--- src/rtl/fp_add_pkg.sv ---
// fp_add_pkg: shared widths, FP32 field positions, FSM states and operand unpacking for the FP adder
package fp_add_pkg;
    localparam int EXP_W     = 8;
    localparam int FRAC_W    = 23;
    localparam int MAX_SHIFT = 25;
    localparam int SH_W      = 5;
    localparam int SIGN_BIT  = 31;
    localparam int EXP_MSB   = 30;
    localparam int EXP_LSB   = 23;

    typedef enum logic [2:0] {IDLE, UNPACK, ALIGN, ADD, DONE} state_t;

    typedef struct packed {
        logic              sign;
        logic [EXP_W-1:0]  eff_exp;
        logic [FRAC_W:0]   mant;
    } op_t;

    // Denormals get the hidden bit cleared and an effective exponent of 1
    function automatic op_t unpack(input logic [31:0] x);
        op_t o;
        logic [EXP_W-1:0] e;
        e         = x[EXP_MSB:EXP_LSB];
        o.sign    = x[SIGN_BIT];
        o.eff_exp = (e == '0) ? EXP_W'(1) : e;
        o.mant    = {|e, x[FRAC_W-1:0]};
        return o;
    endfunction
endpackage

--- src/rtl/fp_align_shifter.sv ---
// fp_align_shifter: holds the smaller mantissa and right-aligns it (iterative, or barrel with FP_ALIGN_BARREL_EN)
// Ports: load_i captures m_i/sh_i, step_i shifts one bit, last_o flags the final step, m_o is the aligned mantissa
module fp_align_shifter
    import fp_add_pkg::*;
(
    input  logic              clk,
    input  logic              rst,
    input  logic              load_i,
    input  logic              step_i,
    input  logic [FRAC_W:0]   m_i,
    input  logic [SH_W-1:0]   sh_i,
    output logic [FRAC_W:0]   m_o,
    output logic              last_o
);
    logic [FRAC_W:0] m_q;
`ifdef FP_ALIGN_BARREL_EN
    always_ff @(posedge clk or posedge rst)
        if (rst) m_q <= '0;
        else if (load_i) m_q <= m_i >> sh_i;
        else if (step_i) m_q <= m_q >> 1;
    assign last_o = 1'b1;
`else
    logic [SH_W-1:0] cnt_q;
    always_ff @(posedge clk or posedge rst)
        if (rst) begin
            m_q   <= '0;
            cnt_q <= '0;
        end else if (load_i) begin
            m_q   <= m_i;
            cnt_q <= sh_i;
        end else if (step_i) begin
            m_q   <= m_q >> 1;
            cnt_q <= cnt_q - 1'b1;
        end
    assign last_o = cnt_q == SH_W'(1);
`endif
    assign m_o = m_q;
endmodule

--- src/rtl/fp_align_add.sv ---
// fp_align_add: unpack, magnitude-order, align and add/subtract two binary32 mantissas (FP_ALIGN_BARREL_EN selects one-cycle alignment)
// Ports: a/b with in_valid/in_ready in; result_mantissa, do_subtract, big_exp, result_sign with out_valid/out_ready out
module fp_align_add
    import fp_add_pkg::*;
(
    input  logic        clk,
    input  logic        rst,
    input  logic [31:0] a,
    input  logic [31:0] b,
    input  logic        in_valid,
    output logic        in_ready,
    output logic [24:0] result_mantissa,
    output logic        do_subtract,
    output logic [7:0]  big_exp,
    output logic        result_sign,
    output logic        out_valid,
    input  logic        out_ready
);
    state_t            state_q;
    logic [31:0]       a_q, b_q;
    op_t               ua, ub, big, big_q;
    logic              b_big, dosub_q, sign_q, valid_q, last;
    logic [FRAC_W:0]   small_m_in, small_m;
    logic [EXP_W-1:0]  small_exp, d, exp_q;
    logic [SH_W-1:0]   sh;
    logic [FRAC_W+1:0] res_d, res_q;

    always_comb begin
        ua         = unpack(a_q);
        ub         = unpack(b_q);
        // Ties keep A as the big operand
        b_big      = b_q[EXP_MSB:0] > a_q[EXP_MSB:0];
        big        = b_big ? ub : ua;
        small_m_in = b_big ? ua.mant : ub.mant;
        small_exp  = b_big ? ua.eff_exp : ub.eff_exp;
        d          = big.eff_exp - small_exp;
        sh         = (d > EXP_W'(MAX_SHIFT)) ? SH_W'(MAX_SHIFT) : d[SH_W-1:0];
        // Magnitude ordering guarantees the subtraction never goes negative
        res_d      = dosub_q ? {1'b0, big_q.mant} - {1'b0, small_m} : {1'b0, big_q.mant} + {1'b0, small_m};
    end

    fp_align_shifter u_shift (
        .clk    (clk),
        .rst    (rst),
        .load_i (state_q == UNPACK),
        .step_i (state_q == ALIGN),
        .m_i    (small_m_in),
        .sh_i   (sh),
        .m_o    (small_m),
        .last_o (last)
    );

    always_ff @(posedge clk or posedge rst)
        if (rst) begin
            state_q <= IDLE;
            a_q     <= '0;
            b_q     <= '0;
            big_q   <= '0;
            dosub_q <= 1'b0;
            res_q   <= '0;
            exp_q   <= '0;
            sign_q  <= 1'b0;
            valid_q <= 1'b0;
        end else
            case (state_q)
                IDLE: if (in_valid) begin
                    a_q     <= a;
                    b_q     <= b;
                    state_q <= UNPACK;
                end
                UNPACK: begin
                    big_q   <= big;
                    dosub_q <= a_q[SIGN_BIT] ^ b_q[SIGN_BIT];
`ifdef FP_ALIGN_BARREL_EN
                    state_q <= ADD;
`else
                    state_q <= (sh == '0) ? ADD : ALIGN;
`endif
                end
                ALIGN: if (last) state_q <= ADD;
                ADD: begin
                    res_q   <= res_d;
                    exp_q   <= big_q.eff_exp;
                    // Exact cancellation yields +0
                    sign_q  <= big_q.sign & ~(dosub_q & (res_d == '0));
                    valid_q <= 1'b1;
                    state_q <= DONE;
                end
                DONE: if (out_ready) begin
                    valid_q <= 1'b0;
                    state_q <= IDLE;
                end
                default: state_q <= IDLE;
            endcase

    assign in_ready        = state_q == IDLE;
    assign result_mantissa = res_q;
    assign do_subtract     = dosub_q;
    assign big_exp         = exp_q;
    assign result_sign     = sign_q;
    assign out_valid       = valid_q;
endmodule
--- config.mk ---
export PLATFORM = sky130hd
export DESIGN_NAME = fp_align_add
export DESIGN_NICKNAME = d
export VERILOG_FILES = /design/src/rtl/fp_add_pkg.sv /design/src/rtl/fp_align_shifter.sv /design/src/rtl/fp_align_add.sv
export SDC_FILE = /design/constraint.sdc
export NUM_CORES = 1
export LEC_CHECK = 0
export BUFFER_PORTS_ARGS = -buffer_cell sky130_fd_sc_hd__buf_2
export CAP_MARGIN = 20
export CORE_ASPECT_RATIO = 1.1
export CORE_MARGIN = 2
export CORE_UTILIZATION = 65
export DETAILED_ROUTE_END_ITERATION = 16
export PLACE_DENSITY_LB_ADDON = 0.25
export SYNTH_ARGS = -nofsm -noshare
export SYNTH_HDL_FRONTEND = slang
export SYNTH_SLANG_ARGS = --single-unit
--- constraint.sdc ---
create_clock -name clk -period 14.79 [get_ports clk]
set_input_delay 0.7395 -clock clk [delete_from_list [all_inputs] [get_ports clk]]
set_output_delay 0.7395 -clock clk [all_outputs]
set_load 0.02 [all_outputs]
* Word level (Yosys, flattened, before mapping)
Index checks and enable logic that the tools add are counted.
Word-level totals: register bits 165, input bits 68, logic and storage cells 61
Cells by class: add/sub/neg operators 4, magnitude comparators 2, eq/ne operators 8, mux-type cells 18, bitwise gates (word level) 4, reductions and logical operators 12
Operators with widths (count):
- 24-bit two-way mux | 3
- 33-bit two-way mux | 1
- 31-bit > comparator | 1
- 24-bit by 24-bit adder with 25-bit output | 1
- 25-bit logical NOT | 1
- 25-bit two-way mux | 1
- 24-bit by 24-bit subtractor with 25-bit output | 1
- 8-bit two-way mux | 3
- 8-bit logical NOT | 2
- 8-bit OR reduction | 2
- 5-bit two-way mux | 3
- 3-bit one-hot mux with 5 select lines | 1
- 3-bit two-way mux | 3
- 8-bit by 5-bit > comparator with 1-bit output (second input constant) | 1
- 8-bit subtractor | 1
- 3-bit by 2-bit equality test with 1-bit output (second input constant) | 2
- 2-bit != test (second input constant) | 3
- 5-bit by 1-bit equality test with 1-bit output (second input constant) | 1
- 5-bit logical NOT | 1
- 5-bit by 1-bit subtractor with 5-bit output (second input constant) | 1
- 2-bit AND reduction | 2
- 2-bit nonzero test | 2
- 3-bit by 1-bit equality test with 1-bit output (second input constant) | 1
- 3-bit equality test (second input constant) | 1
- 7 further kinds | 9

* Depth between registers and ports, before layout
word-level depth 9, gate-level depth with buffers 24, mapped depth without buffers 21

* By module
A second synthesis with hierarchy kept.
Unflattened totals: cell total of the unflattened synthesis 1125, area, all modules 10168.5 um^2
Modules (own cells, without submodules):
- fp_align_add | times used 1, cells an instance 991, area each 8764.7 um^2
- fp_align_shifter | times used 1, cells an instance 134, area each 1403.8 um^2

* Least setup slack after synthesis
OpenSTA, ideal clock, no wires.
path type register to register, start point register b_q[16], end point register u_shift.cnt_q[3], arrival time 4087 ps, setup slack 10599 ps, cell stages (with the launch flop) 23, buffers on the path 2, clock period less this slack 4191 ps, cell sequence dfrtp_1 -> ha_1 -> a21o_1 -> a21o_1 -> a21oi_1 -> o21ai_0 -> nand3_1 -> a211o_1 -> a31oi_1 -> buf_2 -> buf_2 -> mux2i_1 -> inv_1 -> ha_1 -> nor2b_1 -> o21ai_0 -> nand2b_1 -> a21o_1 -> a21oi_1 -> mux2_2 -> nand4_1 -> nor2_1 -> a221oi_1
RTL lines:
- start: declaration | RTL line fp_align_add.sv:20 | logic [31:0] a_q, b_q;
- start signal: assignment | RTL line fp_align_add.sv:57 | b_q <= '0;
- start signal: assignment | RTL line fp_align_add.sv:68 | b_q <= b;
- end signal: assignment | RTL line fp_align_shifter.sv:30 | cnt_q <= sh_i;
- end signal: assignment | RTL line fp_align_shifter.sv:33 | cnt_q <= cnt_q - 1'b1;
- end: declaration | RTL line fp_align_shifter.sv:23 | logic [SH_W-1:0] cnt_q;

==> flow_metrics.env <==
export IMPL_status="completed"
export IMPL_htree_levels=4
export IMPL_yosysWarnings=0
export IMPL_critPathMaxStageDelay_ns=0.77
export IMPL_worstSetupEndpointType="flip-flop"
export IMPL_antenna_found_initial=0
export IMPL_num_vias=8256
export IMPL_synth_edf_count=0
export IMPL_fp_dieW_um=124
export IMPL_postCtsResizedCells=0
export IMPL_synth_top_flop_cell="dfrtp_1"
export IMPL_grt_overflow_total=0
export IMPL_synthTopCellsByCount="nand2_1, dfrtp_1, o21ai_0"
export IMPL_worst_path_max_delay_cell="buf_4"
export IMPL_hold_viol=0
export IMPL_clockRootBuffer="clkbuf_16"
export IMPL_hp_class="flip-flop to flip-flop"
export IMPL_path_cells="inv_1 -> ha_1 -> nand4_1 -> nor4_1 -> o21ai_0 -> a31oi_4 -> buf_4 -> mux2_2 -> ha_1 -> nor2b_1 -> o21ai_0 -> nand2b_1 -> a21o_1 -> a21o_1 -> xnor2_1 -> nand4_1 -> o32a_1 -> nor2_1"
export IMPL_post_cts_buffers=0
export IMPL_port_buffers=104
export IMPL_ys_seq_area_frac=0.404
export IMPL_cts_num_sinks=165
export IMPL_hp_start="result_mantissa[0]$_DFFE_PP0P_"
export IMPL_start_kind="flip-flop"
export IMPL_critPathArrivalTime_ns=5.80
export IMPL_area_growth_pct=12.4
export IMPL_async_flop_share=1.00
export IMPL_clkTransAtPathRegs_ns=0.07
export IMPL_rows=48
export IMPL_viasPerCell=5.94
export IMPL_first_pass_iters=5
export IMPL_cap_violations=0
export IMPL_worstMarginPinSlew_ns=0.948
export IMPL_syn_area_um2=10200
export IMPL_hold_buffers=0
export IMPL_cts_tree="yes"
export IMPL_die_area_um2=16800
export IMPL_grt_pass1_vias=7909
export IMPL_crit_family="compound AO/OA/AOI/OAI gates"
export IMPL_synth_top_area_frac=0.404
export IMPL_cts_buffers=17
export IMPL_crit_required_ns=15.16
export IMPL_crit_start="a_q[30]$_DFFE_PP0P_"
export IMPL_fin_tns_setup_ns=0
export IMPL_setup_ws_ns=9.36
export IMPL_initial_core_util=0.658
export IMPL_grt_max_degree=120
export IMPL_relSlewSlack=0.368
export IMPL_grt_usage=0.295
export IMPL_multiInputGateArea_um2=5720
export IMPL_drc_errors=0
export IMPL_setup_violations=0
export IMPL_wl_per_cell_um=16.8
export IMPL_clockBufferDepth=2
export IMPL_ios=105
export IMPL_place_hpwl_um=17100
export IMPL_clock_latency_ns=0.44
export IMPL_fin_skew_ns=0.0135
export IMPL_instances_no_fill=1391
export IMPL_syn_area_per_cell_um2=9.27
export IMPL_synth_seq_cells=165
export IMPL_fin_crit_sh=0.367
export IMPL_nNetsFinal=1313
export IMPL_worstSetupPathType="flip-flop to flip-flop"
export IMPL_slew_violations=0
export IMPL_fill_cells=1166
export IMPL_synth_top_cell_by_area="dfrtp_1"
export IMPL_antenna_cells=0
export IMPL_netlist_top_cells_area="dfrtp_1, ha_1, mux2_2"
export IMPL_routed_wl_um=23400
export IMPL_antenna_left=0
export IMPL_path_max_fanout=53
export IMPL_min_period_ns=5.43
export IMPL_placedCellCount=1358
export IMPL_seq_area_um2=4130
export IMPL_synth_cell_types=69
export IMPL_r2r_start="a_q[30]$_DFFE_PP0P_"
export IMPL_yosysMostFrequentCell="nand2_1"
export IMPL_rsz0062_at_grt="no"
export IMPL_drt_iter0_drc=537
export IMPL_post_place_ws_ns=9.46
export IMPL_fmax_mhz=184
export IMPL_grt_pass1_wl_um=38800
export IMPL_syn_inst=1103
export IMPL_layout_drive_gt1_share=0.187
export IMPL_synth_nets=1238
export IMPL_core_area_um2=15600
export IMPL_cp_num_buf_inv=2
export IMPL_gp_congestion=0.899
export IMPL_die_h_um=136
## path summary, 6_finish.rpt
| check | cells past startpoint | to | slack, ns |
|---|---|---|---|
| setup / recovery | 18 | state_q[0]$_DFFE_PP0P_ | 9.36 |
| hold / removal | 2 | result_mantissa[0]$_DFFE_PP0P_ | 0.47 |
| setup reg to reg | 18 | state_q[0]$_DFFE_PP0P_ | 9.36 |
| hold reg to reg | 2 | result_mantissa[0]$_DFFE_PP0P_ | 0.47 |
| max in group asynchronous | 3 | u_shift.m_o[13]$_DFFE_PP0P_ | 12.89 |
| min in group asynchronous | 2 | result_sign$_DFFE_PP0P_ | 0.48 |
## per-layer routing
layer  vias up  wire length (um)  global-route usage
li1       4068                 -                   -
met1      3919             10800               0.412
met2       232             11100               0.473
met3        37               980              0.0408
met4         0               526              0.0991
met5         -                 0                   0
## metrics by stage
step	area [um2]	hold WS (ns)	util
3_3_place_gp	10800	0.456	0.697
4_1_cts	11500	0.481	0.737
3_5_place_dp	10800	0.466	0.697
2_1_floorplan	10200	0.446	-
5_1_grt	11500	0.503	0.739
6_report	11500	0.475	0.739
## cell usage in the layout, fill, tap and decap left out, types with 6 or more instances in the layout
master and instances:
a21o_1 26, a21oi_1 48, and2_1 6, and3_1 6, buf_2 104, clkbuf_16 17
dfrtp_1 165, ha_1 65, inv_1 49, mux2_2 65, mux2i_1 61, nand2_1 184
nand2b_1 6, nand3_1 17, nand4_1 11, nor2_1 46, nor2b_1 7, nor3_1 16
nor4_1 14, o21ai_0 126, o31ai_1 6, xnor2_1 38
## registers in the layout, indices dropped and copies added, names as in the netlist
signal and cells:
state_q 3, result_mantissa 25, a_q 32, u_shift.cnt_q 5, u_shift.m_o 24, do_subtract 1, b_q 32, result_sign 1
out_valid 1, big_exp 8, big_q 33
## cell type report
class                           count  area share
Inverter                           50      0.0168
Clock buffer                       20      0.0397
Tap cell                          200      0.0218
Timing Repair Buffer              109      0.0503
Multi-Input combinational cell    835       0.498
Clock inverter                     12      0.0146
Sequential cell                   165       0.359
## tightest hold or removal path, delay by kind of cell, from the launching register on
| family | cells | cell delay, ns |
|---|---|---|
| AND/OR/NAND/NOR | 1 | 0.04 |
| flip-flops | 1 | 0.34 |
| AO/OA/AOI/OAI | 1 | 0.06 |
## cells by family after synthesis
| group | after synthesis | share of synthesized area |
|---|---|---|
| flops | 165 | 0.404 |
| fa+ha+maj | 67 | 0.0834 |
| xor+xnor | 43 | 0.0368 |
| buf+inv | 103 | 0.0399 |
| simple gates | 341 | 0.152 |
| compound gates | 258 | 0.153 |
| mux | 126 | 0.131 |
Power is not shown: default switching activity piles up to over one toggle a cycle in this logic, so the estimate is an artifact.
